### src/rtl/vector_mem_pkg.sv
// Shared definitions for the MEM-stage vector memory paths.
//   VEC_LANES / VEC_DATA_WIDTH / VEC_ADDR_WIDTH : default vector geometry
//   vst_state_t : store-sequencer states (IDLE, STORE, DONE)
//   vec_t       : one packed vector register, lane 0 in the low bits
package vector_mem_pkg;

  localparam int VEC_LANES      = 16;
  localparam int VEC_DATA_WIDTH = 16;
  localparam int VEC_ADDR_WIDTH = 19;

  typedef enum logic [1:0] {
    IDLE  = 2'd0,
    STORE = 2'd1,
    DONE  = 2'd2
  } vst_state_t;

  typedef logic [VEC_LANES-1:0][VEC_DATA_WIDTH-1:0] vec_t;

endpackage

### src/rtl/vector_snapshot_buf.sv
// Capture register for the vector being stored, with a lane read mux.
// Optional build macro: VSTORE_MASK_EN (also captures per-lane write mask).
// Ports:
//   clk      : clock, rising edge
//   load     : capture vec_in (and mask_in) on this edge
//   vec_in   : source vector
//   mask_in  : lane write mask (VSTORE_MASK_EN only)
//   rd_idx   : lane to present on rd_data / rd_mask
//   rd_data  : captured element at rd_idx
//   rd_mask  : captured mask bit at rd_idx (VSTORE_MASK_EN only)
module vector_snapshot_buf
  import vector_mem_pkg::*;
#(
  parameter int DATA_WIDTH = VEC_DATA_WIDTH,
  parameter int LANES      = VEC_LANES,
  parameter int IDX_W      = $clog2(LANES)
) (
  input  logic                             clk,
  input  logic                             load,
  input  logic [LANES-1:0][DATA_WIDTH-1:0] vec_in,
`ifdef VSTORE_MASK_EN
  input  logic [LANES-1:0]                 mask_in,
  output logic                             rd_mask,
`endif
  input  logic [IDX_W-1:0]                 rd_idx,
  output logic [DATA_WIDTH-1:0]            rd_data
);

  // Pure data storage: no reset, contents only matter after a load.
  logic [LANES-1:0][DATA_WIDTH-1:0] vec_q;

  always_ff @(posedge clk) begin
    if (load) vec_q <= vec_in;
  end

  assign rd_data = vec_q[rd_idx];

`ifdef VSTORE_MASK_EN
  logic [LANES-1:0] mask_q;

  always_ff @(posedge clk) begin
    if (load) mask_q <= mask_in;
  end

  assign rd_mask = mask_q[rd_idx];
`endif

endmodule

### src/rtl/vector_store_handler.sv
// Vector store sequencer for the MEM stage: writes a LANES-element vector to
// data memory one element per cycle at base+i, stalling the pipeline until
// the last element has been written.
// Optional build macro: VSTORE_MASK_EN (adds LaneMask; masked lanes still
// take a cycle but do not assert MemWriteEn).
// Ports:
//   clk, rst        : clock (rising edge), synchronous active-high reset
//   Vectorop        : MEM-stage op is a vector op
//   WriteEn         : op is a store (start = Vectorop & WriteEn)
//   Address         : base word address, sampled at start
//   VectorWrite     : source vector, sampled at start
//   LaneMask        : per-lane write enable, sampled at start (VSTORE_MASK_EN)
//   MemWriteEn      : memory write strobe (registered)
//   Out_Address     : memory write address (registered)
//   MemoryDataWrite : memory write data (registered)
//   BlockPipeSt     : stall request (combinational)
//   StoreDone       : one-cycle completion pulse (registered)
module vector_store_handler
  import vector_mem_pkg::*;
#(
  parameter int DATA_WIDTH = VEC_DATA_WIDTH,
  parameter int LANES      = VEC_LANES,
  parameter int ADDR_WIDTH = VEC_ADDR_WIDTH
) (
  input  logic                             clk,
  input  logic                             rst,
  input  logic                             Vectorop,
  input  logic                             WriteEn,
  input  logic [ADDR_WIDTH-1:0]            Address,
  input  logic [LANES-1:0][DATA_WIDTH-1:0] VectorWrite,
`ifdef VSTORE_MASK_EN
  input  logic [LANES-1:0]                 LaneMask,
`endif
  output logic                             MemWriteEn,
  output logic [ADDR_WIDTH-1:0]            Out_Address,
  output logic [DATA_WIDTH-1:0]            MemoryDataWrite,
  output logic                             BlockPipeSt,
  output logic                             StoreDone
);

  localparam int IDX_W = $clog2(LANES);

  vst_state_t            state;
  logic [IDX_W-1:0]      idx;
  logic [IDX_W-1:0]      nxt_idx;
  logic [ADDR_WIDTH-1:0] base_q;
  logic                  start;
  logic                  accept;
  logic [DATA_WIDTH-1:0] buf_data;
  logic                  lane0_we;
  logic                  nxt_we;

  assign start   = Vectorop & WriteEn;
  assign accept  = (state == IDLE) && start;
  assign nxt_idx = idx + IDX_W'(1);

  // Stall is raised combinationally in the accepting cycle so the op that
  // started the store is held in MEM, then for every STORE cycle.
  assign BlockPipeSt = accept || (state == STORE);

  // Outputs are registered one lane ahead: the accepting edge launches lane 0
  // straight from the inputs, each STORE edge launches lane idx+1 from the
  // snapshot, so the buffer is read at nxt_idx.
  vector_snapshot_buf #(
    .DATA_WIDTH (DATA_WIDTH),
    .LANES      (LANES),
    .IDX_W      (IDX_W)
  ) u_snap (
    .clk     (clk),
    .load    (accept),
    .vec_in  (VectorWrite),
`ifdef VSTORE_MASK_EN
    .mask_in (LaneMask),
    .rd_mask (nxt_we),
`endif
    .rd_idx  (nxt_idx),
    .rd_data (buf_data)
  );

`ifdef VSTORE_MASK_EN
  assign lane0_we = LaneMask[0];
`else
  assign lane0_we = 1'b1;
  assign nxt_we   = 1'b1;
`endif

  // Base address is data: captured on acceptance, never reset.
  always_ff @(posedge clk) begin
    if (accept) base_q <= Address;
  end

  always_ff @(posedge clk) begin
    if (rst) begin
      state           <= IDLE;
      idx             <= '0;
      MemWriteEn      <= 1'b0;
      Out_Address     <= '0;
      MemoryDataWrite <= '0;
      StoreDone       <= 1'b0;
    end else begin
      case (state)
        IDLE: begin
          StoreDone  <= 1'b0;
          MemWriteEn <= 1'b0;
          if (start) begin
            state           <= STORE;
            idx             <= '0;
            MemWriteEn      <= lane0_we;
            Out_Address     <= Address;
            MemoryDataWrite <= VectorWrite[0];
          end
        end
        STORE: begin
          // LANES is a power of two, so the last lane is idx all-ones and
          // nxt_idx wraps back to zero on the way out.
          idx <= nxt_idx;
          if (&idx) begin
            state      <= DONE;
            MemWriteEn <= 1'b0;
            StoreDone  <= 1'b1;
          end else begin
            MemWriteEn      <= nxt_we;
            Out_Address     <= base_q + ADDR_WIDTH'(nxt_idx);
            MemoryDataWrite <= buf_data;
          end
        end
        DONE: begin
          StoreDone <= 1'b0;
          state     <= IDLE;
        end
        default: begin
          state      <= IDLE;
          MemWriteEn <= 1'b0;
          StoreDone  <= 1'b0;
        end
      endcase
    end
  end

endmodule

### config.mk
export PLATFORM = sky130hd
export DESIGN_NAME = vector_store_handler
export DESIGN_NICKNAME = d
export VERILOG_FILES = /design/src/rtl/vector_mem_pkg.sv /design/src/rtl/vector_snapshot_buf.sv /design/src/rtl/vector_store_handler.sv
export SDC_FILE = /design/constraint.sdc
export NUM_CORES = 1
export LEC_CHECK = 0
export ABC_CLOCK_PERIOD_IN_PS = 21000
export BUFFER_PORTS_ARGS = -buffer_cell sky130_fd_sc_hd__buf_2
export CORE_MARGIN = 2
export CORE_UTILIZATION = 45
export DETAILED_ROUTE_END_ITERATION = 10
export GPL_TIMING_DRIVEN = 0
export PLACE_DENSITY_LB_ADDON = 0.15
export SLEW_MARGIN = 15
export SYNTH_ARGS = -nofsm -noshare
export SYNTH_HDL_FRONTEND = slang
export SYNTH_HIERARCHICAL = 1
export SYNTH_SLANG_ARGS = --single-unit
### constraint.sdc
create_clock -name clk -period 21 [get_ports clk]
set_clock_uncertainty 0.2 [all_clocks]
set_input_delay 1.05 -clock clk [delete_from_list [all_inputs] [get_ports clk]]
set_output_delay 1.05 -clock clk [all_outputs]
set_load 0.03 [all_outputs]
Word level (Yosys, flattened, before mapping):

Cells that the tools add are included.
W data, S select, Z words.

* output and inout port bits: 38
* RAM bits: 0
* ROM bits: 0
* bits in registers: 318
* input bits: 279
* latch bits: 0
* logic and storage cells: 58
* memories kept: 0

* muxes and demuxes: 16
* equality and inequality tests: 5
* $add $sub $neg: 2
* shift-type cells: 0
* reduce and logical (&&, ||, !) cells: 9
* $mul: 0
* div/mod/pow operators: 0
* $lt $le $gt $ge: 1
* bitwise logic cells: 2

Operators with widths (number)
* $bmux W16 S4: 1
* $mux W16: 3
* $mux W19: 2
* $pmux W19 S2: 1
* $pmux W16 S2: 1
* $add A19 B4 Y19: 1
* $pmux W4 S2: 1
* $lt A4 B5 Y1 const B: 1
* $add A4 B1 Y4 const B: 1
* $mux W2: 2
* $mux W4: 1
* $ne A2 B2 Y1 const B: 2
* $pmux W2 S2: 1
* $reduce_and A2 Y1: 2
* $reduce_and A4 Y1: 1
* $pmux W1 S3: 1
* $reduce_and A3 Y1: 1
* $eq A2 B1 Y1 const B: 1
* $eq A2 B2 Y1 const B: 1
* $logic_not A2 Y1: 1
* $mux W1: 2
* $ne A2 B1 Y1 const B: 1
* $reduce_bool A2 Y1: 1
* $reduce_or A2 Y1: 1
* 4 further kinds: 4

Logic depth before layout (Yosys ltp):

Gate-level depths: netlist of run 1.

* word-level depth: 5
* depth in mapped cells: 9
* depth with buffers taken out: 8

Modules after synthesis:

Netlist of run 1, hierarchy kept.

By module, submodules not included
* vector_snapshot_buf: sequential area each 7687.4 sq um, cells an instance 393, area each 9620.5 sq um, instances 1
* vector_store_handler: sequential area each 1431.4 sq um, cells an instance 312, area each 2869.0 sq um, instances 1

Worst setup path after synthesis of run 1:

No wires, ideal clock.

* kind: input to output
* start point: input Vectorop
* end point: output BlockPipeSt
* path slack: 9.730 ns
* buffers on the path: 1
* arrival time: 10.020 ns
* stages on the path: 5
* required time: 19.750 ns
* path through: nand3_1 inv_1 clkbuf_1 nor2_1 inv_1

* word-level cells in the longest chain between the ends: 3

RTL lines
* start: declaration: RTL line vector_store_handler.sv:27 `input logic Vectorop,`
* $and A1 B1 Y1: RTL line vector_store_handler.sv:53 `assign start = Vectorop & WriteEn;`
* $logic_and A1 B1 Y1: RTL line vector_store_handler.sv:54 `assign accept = (state == IDLE) && start;`
* via accept: RTL line vector_store_handler.sv:48 `logic accept;`
* $logic_or A1 B1 Y1: RTL line vector_store_handler.sv:59 `assign BlockPipeSt = accept || (state == STORE);`
* end: declaration: RTL line vector_store_handler.sv:37 `output logic BlockPipeSt,`

The timed path passes the listed nets, and every way through them passes these cells.

Worst setup path after layout of run 1:

Same ends and word-level chain as after synthesis.

==> results.json, run 1 <==
{
  "synth.most_common_cell": "edfxtp_1",
  "synthFlopType": "edfxtp_1",
  "synth_edf_count": 275,
  "first_global_vias": 7833,
  "dr.pass1.iters": 5,
  "synth-simple-area-share": 0.0540,
  "nFillCells": 2182,
  "synth_common_cells": "edfxtp_1 (275), nand2_1 (69), mux4_2 (54), dfxtp_1 (43), nor2_1 (41)",
  "drc": 0,
  "ys_seq_area_frac": 0.730,
  "grt_pass1_wl_microns": 46200,
  "ctsResizeCount": 0,
  "period_minus_slack_ps": 3940,
  "max-cap-violations": 0,
  "hpwl_microns": 23000,
  "synth_area_leaders": "edfxtp_1 (66%), mux4_2 (9.7%), dfxtp_1 (6.9%), mux4_1 (2.1%), nand2_1 (2.1%)",
  "drt_wl_total_microns": 31500,
  "synthAdderAreaFrac": 0.00661,
  "syn_nets": 990,
  "multi_input_area_sq_mm": 0.00313,
  "rsz0062_at_grt": "no",
  "antenna_left": 0,
  "fmax_mhz": 254,
  "worst_setup_path_start_kind": "primary input",
  "cts_made_buffers": 36,
  "p_leak_nw": 5.99,
  "report.final.slew_viol_count": 0,
  "timing.critical_path.buf_inv": 6,
  "cp_slowest_cell": "clkbuf_4",
  "hold_path.class": "flop to flop",
  "insertion_delay_ps": 520,
  "yosys_warnings": 6,
  "run_status": "finished clean",
  "wl_per_cell_microns": 21.5,
  "ios": 317,
  "crit_path_end_kind": "output pin",
  "synth_top_area_share": 0.661,
  "max_slew_margin": 0.498,
  "post_drt_via_cell_ratio": 5.20,
  "worstMarginPinSlew_ps": 754,
  "cts_tree": "done",
  "synthArstFlopShare": 0,
  "power_density_mw_per_mm2": 92.5,
  "period_share": 0.187,
  "start_util": 0.461,
  "clockPowerShare": 0.399,
  "io_buffers": 315,
  "cts.clk_slew.worst_paths_ps": 60,
  "drive_gt1_frac": 0.415,
  "synth_area_sq_mm": 0.0125,
  "htreeDepth": 2,
  "synth.largest_area_cell": "edfxtp_1",
  "synth-compound-area-share": 0.0592,
  "die_x_microns": 171,
  "slowest_delay_ps": 450,
  "irDropWorstVdd_mv": 0.0654,
  "finalSetupViolCount": 0,
  "cp_data_required_time_ps": 19750,
  "vias": 7629,
  "nets": 1348,
  "final.setup.tns_ps": 0,
  "p_switching_w": 0.000334,
  "ys_ff_latch": 318,
  "rows": 60,
  "seqCellArea_sq_mm": 0.00912,
  "avgSynthCellArea_sq_um": 17.7,
  "hold_viol": 0,
  "synth_xor_xnor_area_share": 0.0126,
  "cell_internal_pwr_w": 0.00113,
  "crit_family": "buffers and inverters",
  "ys_types": 44,
  "swShare": 0.229,
  "path_cells": "buf_2 -> nand3_1 -> inv_1 -> clkbuf_4 -> buf_16 -> nor2_1 -> inv_1 -> buf_2",
  "grt-ovfl-total": 0,
  "cts_hold_buf": 0,
  "combPwrFrac": 0.099,
  "coreArea_sq_mm": 0.0271,
  "cts-root-buf": "clkbuf_16",
  "path_max_fanout": 52,
  "crit_arrival_ps": 2690,
  "grt_start_max_net_pins": 59,
  "gp_congestion": 0.809,
  "grt_use_total": 0.218,
  "crit_type": "primary input to output pin",
  "die_y_microns": 171,
  "dp_cells": 1397,
  "synthCells": 705,
  "fin_cells": 1468,
  "syn2layout_area_growth_pct": 26.3,
  "cts_setup_buffers": 0,
  "antenna_found_initial": 7,
  "drt-initial-drc-count": 582,
  "synth_top_family_by_area": "multiplexers",
  "dieArea_sq_mm": 0.0291,
  "clockBufferDepth": 3,
  "pwr-share-seq": 0.502,
  "cts_sinks": 318,
  "synthMuxAreaShare": 0.118
}
-- routing by layer --
layer | share of wire | up-vias | track usage
met5 | 0.00086 | - | 0
met4 | 0.025 | 4 | 0.0702
met3 | 0.074 | 61 | 0.0520
met2 | 0.48 | 286 | 0.355
met1 | 0.42 | 3721 | 0.291
li1 | - | 3557 | -
-- final timing paths --
path	startpoint	endpoint	slack, ps	cells past startpoint
worst min-delay path	Out_Address[5]$_SDFFE_PP0P_	Out_Address[5]$_SDFFE_PP0P_	250	2
worst max register to register	idx[0]$_SDFFE_PP0P_	MemoryDataWrite[8]$_SDFFE_PP0P_	17960	8
worst min register to register	Out_Address[5]$_SDFFE_PP0P_	Out_Address[5]$_SDFFE_PP0P_	250	2
worst max-delay path	Vectorop	BlockPipeSt	17060	8
-- logic make-up (layout without fill, tap and decap cells) --
group	Yosys count	in the layout
buffers and inverters	47	433
other	0	5
multiplexers	64	64
AND/OR/NAND/NOR	152	152
flip-flops	318	318
AO/OA/AOI/OAI	100	100
XOR/XNOR	18	18
adder cells (fa/ha/maj)	6	6
-- sequential cells by signal, summed over array words and instances (netlist names) --
register         cells
MemWriteEn           1
MemoryDataWrite     16
Out_Address         19
StoreDone            1
base_q              19
idx                  4
state                2
u_snap/vec_q       256
-- metrics by stage --
| stage | hold WS, ps | utilization | instance area [sq um] | total power [W] | setup slack, ps |
|---|---|---|---|---|---|
| finish | 253 | 0.582 | 15800 | 0.00146 | 17060 |
| global route | 278 | 0.582 | 15800 | 0.00151 | 16920 |
| CTS | 254 | 0.582 | 15800 | 0.00147 | 17020 |
| detailed placement | 247 | 0.541 | 14700 | 0.000893 | 17050 |
| global placement | 239 | 0.536 | 14500 | 0.000900 | 5660 |
| floorplan | 265 | - | 12500 | 0.000836 | 9730 |
-- placed cells by master, fill, tap and decap left out, drive strengths merged, types with 3 or more instances in the layout --
cell type / netlist / final
a211o: 3 / 3
nor3: 5 / 5
nor2b: 3 / 3
nand3: 16 / 16
a21boi: 6 / 6
o22ai: 8 / 8
xor2: 13 / 13
inv: 7 / 10
clkinv: 0 / 12
mux4: 64 / 64
o21ai: 6 / 6
edfxtp: 275 / 275
ha: 5 / 5
nand4: 7 / 7
and3: 4 / 4
a21oi: 17 / 17
nand2: 70 / 70
buf: 19 / 339
a211oi: 4 / 4
nor2: 41 / 41
xnor2: 5 / 5
clkbuf: 21 / 71
dfxtp: 43 / 43
a311oi: 18 / 18
a22oi: 32 / 32
diode: 0 / 5
-- final cells by class --
type,count,share of cell area
Clock buffer,50,0.0618
Tap cell,372,0.0295
Clock inverter,16,0.00738
Sequential cell,318,0.578
Antenna cell,5,0.000793
Timing Repair Buffer,320,0.109
Buffer,40,0.0136
Inverter,7,0.00167
Multi-Input combinational cell,340,0.199
-- worst min-delay path, cell delays in order, from the launching register on --
cell	delay, ps
dfxtp_1	310
nand2_1	50
a21oi_1	50
-- power by group through the flow --
stage | registers [W] | clock network, W | logic [W]
after floorplan | 0.000766 | 0 | 0.0000706
after global placement | 0.000759 | 0 | 0.000142
after detailed placement | 0.000746 | 0 | 0.000147
after CTS | 0.000733 | 0.000595 | 0.000147
after global routing | 0.000735 | 0.000621 | 0.000158
final | 0.000733 | 0.000582 | 0.000145
Note: power is estimated with default switching activity, not from simulation.
==> run 2: changes to the inputs <==
--- a/config.mk
+++ b/config.mk
@@ -5,7 +5,8 @@
 export SDC_FILE = /design/constraint.sdc
 export NUM_CORES = 1
 export LEC_CHECK = 0
-export ABC_CLOCK_PERIOD_IN_PS = 21000
+export ABC_AREA = 1
+export ABC_CLOCK_PERIOD_IN_PS = 3400
 export BUFFER_PORTS_ARGS = -buffer_cell sky130_fd_sc_hd__buf_2
 export CORE_MARGIN = 2
 export CORE_UTILIZATION = 45
==> constraint.sdc (replaced) <==
create_clock -name clk -period 3.4 [get_ports clk]
set_clock_uncertainty 0.2 [all_clocks]
set_input_delay 0.17 -clock clk [delete_from_list [all_inputs] [get_ports clk]]
set_output_delay 0.17 -clock clk [all_outputs]
set_load 0.03 [all_outputs]
==> run 2 against run 1 <==
Effect of this change:
- combinational power increased to 10 times the previous value
- critical path type is now flop to flop
- highest routed layer is now met4
- non-clock buffer count increased by 311
- global-route usage increased by 6.1 points
- largest power group unchanged
- critical endpoint is now MemoryDataWrite[10]$_SDFFE_PP0P_
- first-iteration DRC count increased by 76%
==> results.json, run 2 <==
{
  "run_status": "finished clean",
  "syn2layout_area_growth_pct": 44.6,
  "drt_wl_total_microns": 45800,
  "grt_use_total": 0.279,
  "slowest_delay_ps": 470,
  "io_buffers": 316,
  "vias": 12300,
  "synth_common_cells": "nand2_1 (434), edfxtp_1 (275), nand3_1 (215), inv_1 (213), dfxtp_1 (43)",
  "post_drt_via_cell_ratio": 4.97,
  "ys_seq_area_frac": 0.655,
  "htreeDepth": 2,
  "first_global_vias": 12400,
  "worst_setup_path_start_kind": "flop",
  "synth.largest_area_cell": "edfxtp_1",
  "drive_gt1_frac": 0.211,
  "start_util": 0.456,
  "period_share": 0.824,
  "insertion_delay_ps": 530,
  "cts_made_buffers": 36,
  "coreArea_sq_mm": 0.0305,
  "worstMarginPinSlew_ps": 699,
  "ios": 317,
  "reg.largest.list": "u_snap/vec_q x256, Out_Address x19, base_q x19",
  "rsz0062_at_grt": "no",
  "crit_path_end_kind": "flop",
  "die_y_microns": 180,
  "largest_register": "u_snap/vec_q",
  "syn_nets": 1688,
  "synth_top_area_share": 0.593,
  "antenna_left": 0,
  "power_density_mw_per_mm2": 489,
  "ys_ff_latch": 318,
  "cts_sinks": 318,
  "p_leak_nw": 9.08,
  "nFillCells": 2345,
  "drt-initial-drc-count": 1023,
  "cts-root-buf": "clkbuf_16",
  "max-cap-violations": 0,
  "drc": 0,
  "path_max_fanout": 10,
  "path_cells": "ha_1 -> xor2_1 -> buf_2 -> buf_1 -> nand3_1 -> nand3_1 -> nand2_1 -> nand2_1 -> a31oi_1",
  "die_x_microns": 180,
  "finalSetupViolCount": 0,
  "synth_edf_count": 275,
  "power_w": 0.00984,
  "cp_slowest_cell": "buf_1",
  "avgSynthCellArea_sq_um": 9.92,
  "synthArstFlopShare": 0,
  "wl_per_cell_microns": 18.5,
  "max_slew_margin": 0.533,
  "cts_tree": "done",
  "nets": 2328,
  "gp_congestion": 0.896,
  "rows": 64,
  "report.final.slew_viol_count": 0,
  "synth_area_sq_mm": 0.0139,
  "clockBufferDepth": 3,
  "cts.clk_slew.worst_paths_ps": 60,
  "yosys_warnings": 6,
  "dieArea_sq_mm": 0.0323,
  "grt_pass1_wl_microns": 69000,
  "cp_data_required_time_ps": 3600,
  "dr.pass1.iters": 5,
  "synth.most_common_cell": "nand2_1",
  "grt-ovfl-total": 0,
  "crit_arrival_ps": 3000,
  "fmax_mhz": 357,
  "antenna_found_initial": 4,
  "ys_types": 29,
  "largest_reg_flops": 256,
  "hpwl_microns": 29900,
  "irDropWorstVdd_mv": 0.432,
  "final_cell_mix": "nand2_1 (434), buf_2 (340), dlygate4sd3_1 (278)",
  "final.setup.tns_ps": 0,
  "synthFlopType": "edfxtp_1",
  "synthCells": 1403,
  "ctsResizeCount": 0,
  "synth_area_leaders": "edfxtp_1 (59%), nand2_1 (12%), nand3_1 (7.7%), dfxtp_1 (6.2%), inv_1 (5.7%)",
  "grt_start_max_net_pins": 38,
  "hold_path.class": "primary input to flop",
  "period_minus_slack_ps": 2800,
  "crit_type": "flop to flop",
  "mostFrequentLayoutCell": "nand2_1",
  "hold_viol": 0
}
## run 2: through the flow
step	instances	worst slack (ps)	hold WS, ps	area [sq um]	util
after global routing	2471	443	147	20100	0.659
after detailed placement	2123	741	148	16200	0.530
final	2471	599	120	20100	0.659
after floorplan	1403	-1810	39.1	13900	-
after global placement	2115	-3710	147	16000	0.525
after CTS	2467	668	113	20100	0.659
## run 2: timing repair
item	4_1_cts	5_1_grt
buffers inserted	0	0
endpoints found under the hold margin	314	0
hold buffers	278	0
## run 2: cell families (layout without fill, tap and decap cells)
family                     Yosys count  in the layout  synth area share
and+or+nand+nor                    699            699             0.213
adders and majority gates            6              6           0.00593
buffers and inverters              287            955            0.0887
DFF                                318            318             0.655
AOI/OAI and AO/OA                   86             86            0.0328
other                                0              4                 0
xor gates and xnor gates             7              7           0.00441
## run 2: report_power, final
part | switching [W] | internal (W) | leakage, nW | total, W
Combinational | 0.000828 | 0.000621 | 5.60 | 0.00145
Clock | 0.00156 | 0.00230 | 0.561 | 0.00386
Sequential | 0.0000715 | 0.00446 | 2.92 | 0.00454
Total | 0.00246 | 0.00739 | 9.08 | 0.00984
## run 2: final timing paths
kind                          start                               end  slack [ps]  depth (start not counted)
max             idx[0]$_SDFFE_PP0P_  MemoryDataWrite[10]$_SDFFE_PP0P_         600                          9
min                        Vectorop      Out_Address[14]$_SDFFE_PP0P_         120                          7
max reg2reg     idx[0]$_SDFFE_PP0P_  MemoryDataWrite[10]$_SDFFE_PP0P_         600                          9
min reg2reg  StoreDone$_SDFFE_PP0P_            StoreDone$_SDFFE_PP0P_         260                          2
## run 2: critical path, delay by kind of cell, from the launching register on
family,cells,cell delay (ps)
compound gates,1,90
xor+xnor,1,300
fa+ha+maj,1,220
buf+inv,2,760
flops,1,390
simple gates,4,720
## run 2: layout make-up
type                       instances  area, sq um  area share
clock inverter                    19          190     0.00945
buffer                            69          417      0.0207
multi-input combinational        798         3570       0.177
clock buffer                      47          963      0.0479
sequential                       318         9120       0.453
tap                              396          495      0.0246
timing repair buffer             602         4530       0.225
inverter                         218          822      0.0409
antenna                            4         10.0    0.000498
## run 2: metal layers
| layer | share of wire | vias up | global-route usage | wire length (microns) |
|---|---|---|---|---|
| li1 | - | 5883 | - | - |
| met1 | 0.40 | 5713 | 0.352 | 18200 |
| met2 | 0.49 | 579 | 0.481 | 22500 |
| met3 | 0.076 | 98 | 0.0515 | 3490 |
| met4 | 0.034 | 0 | 0.101 | 1560 |
| met5 | 0 | - | 0 | 0 |
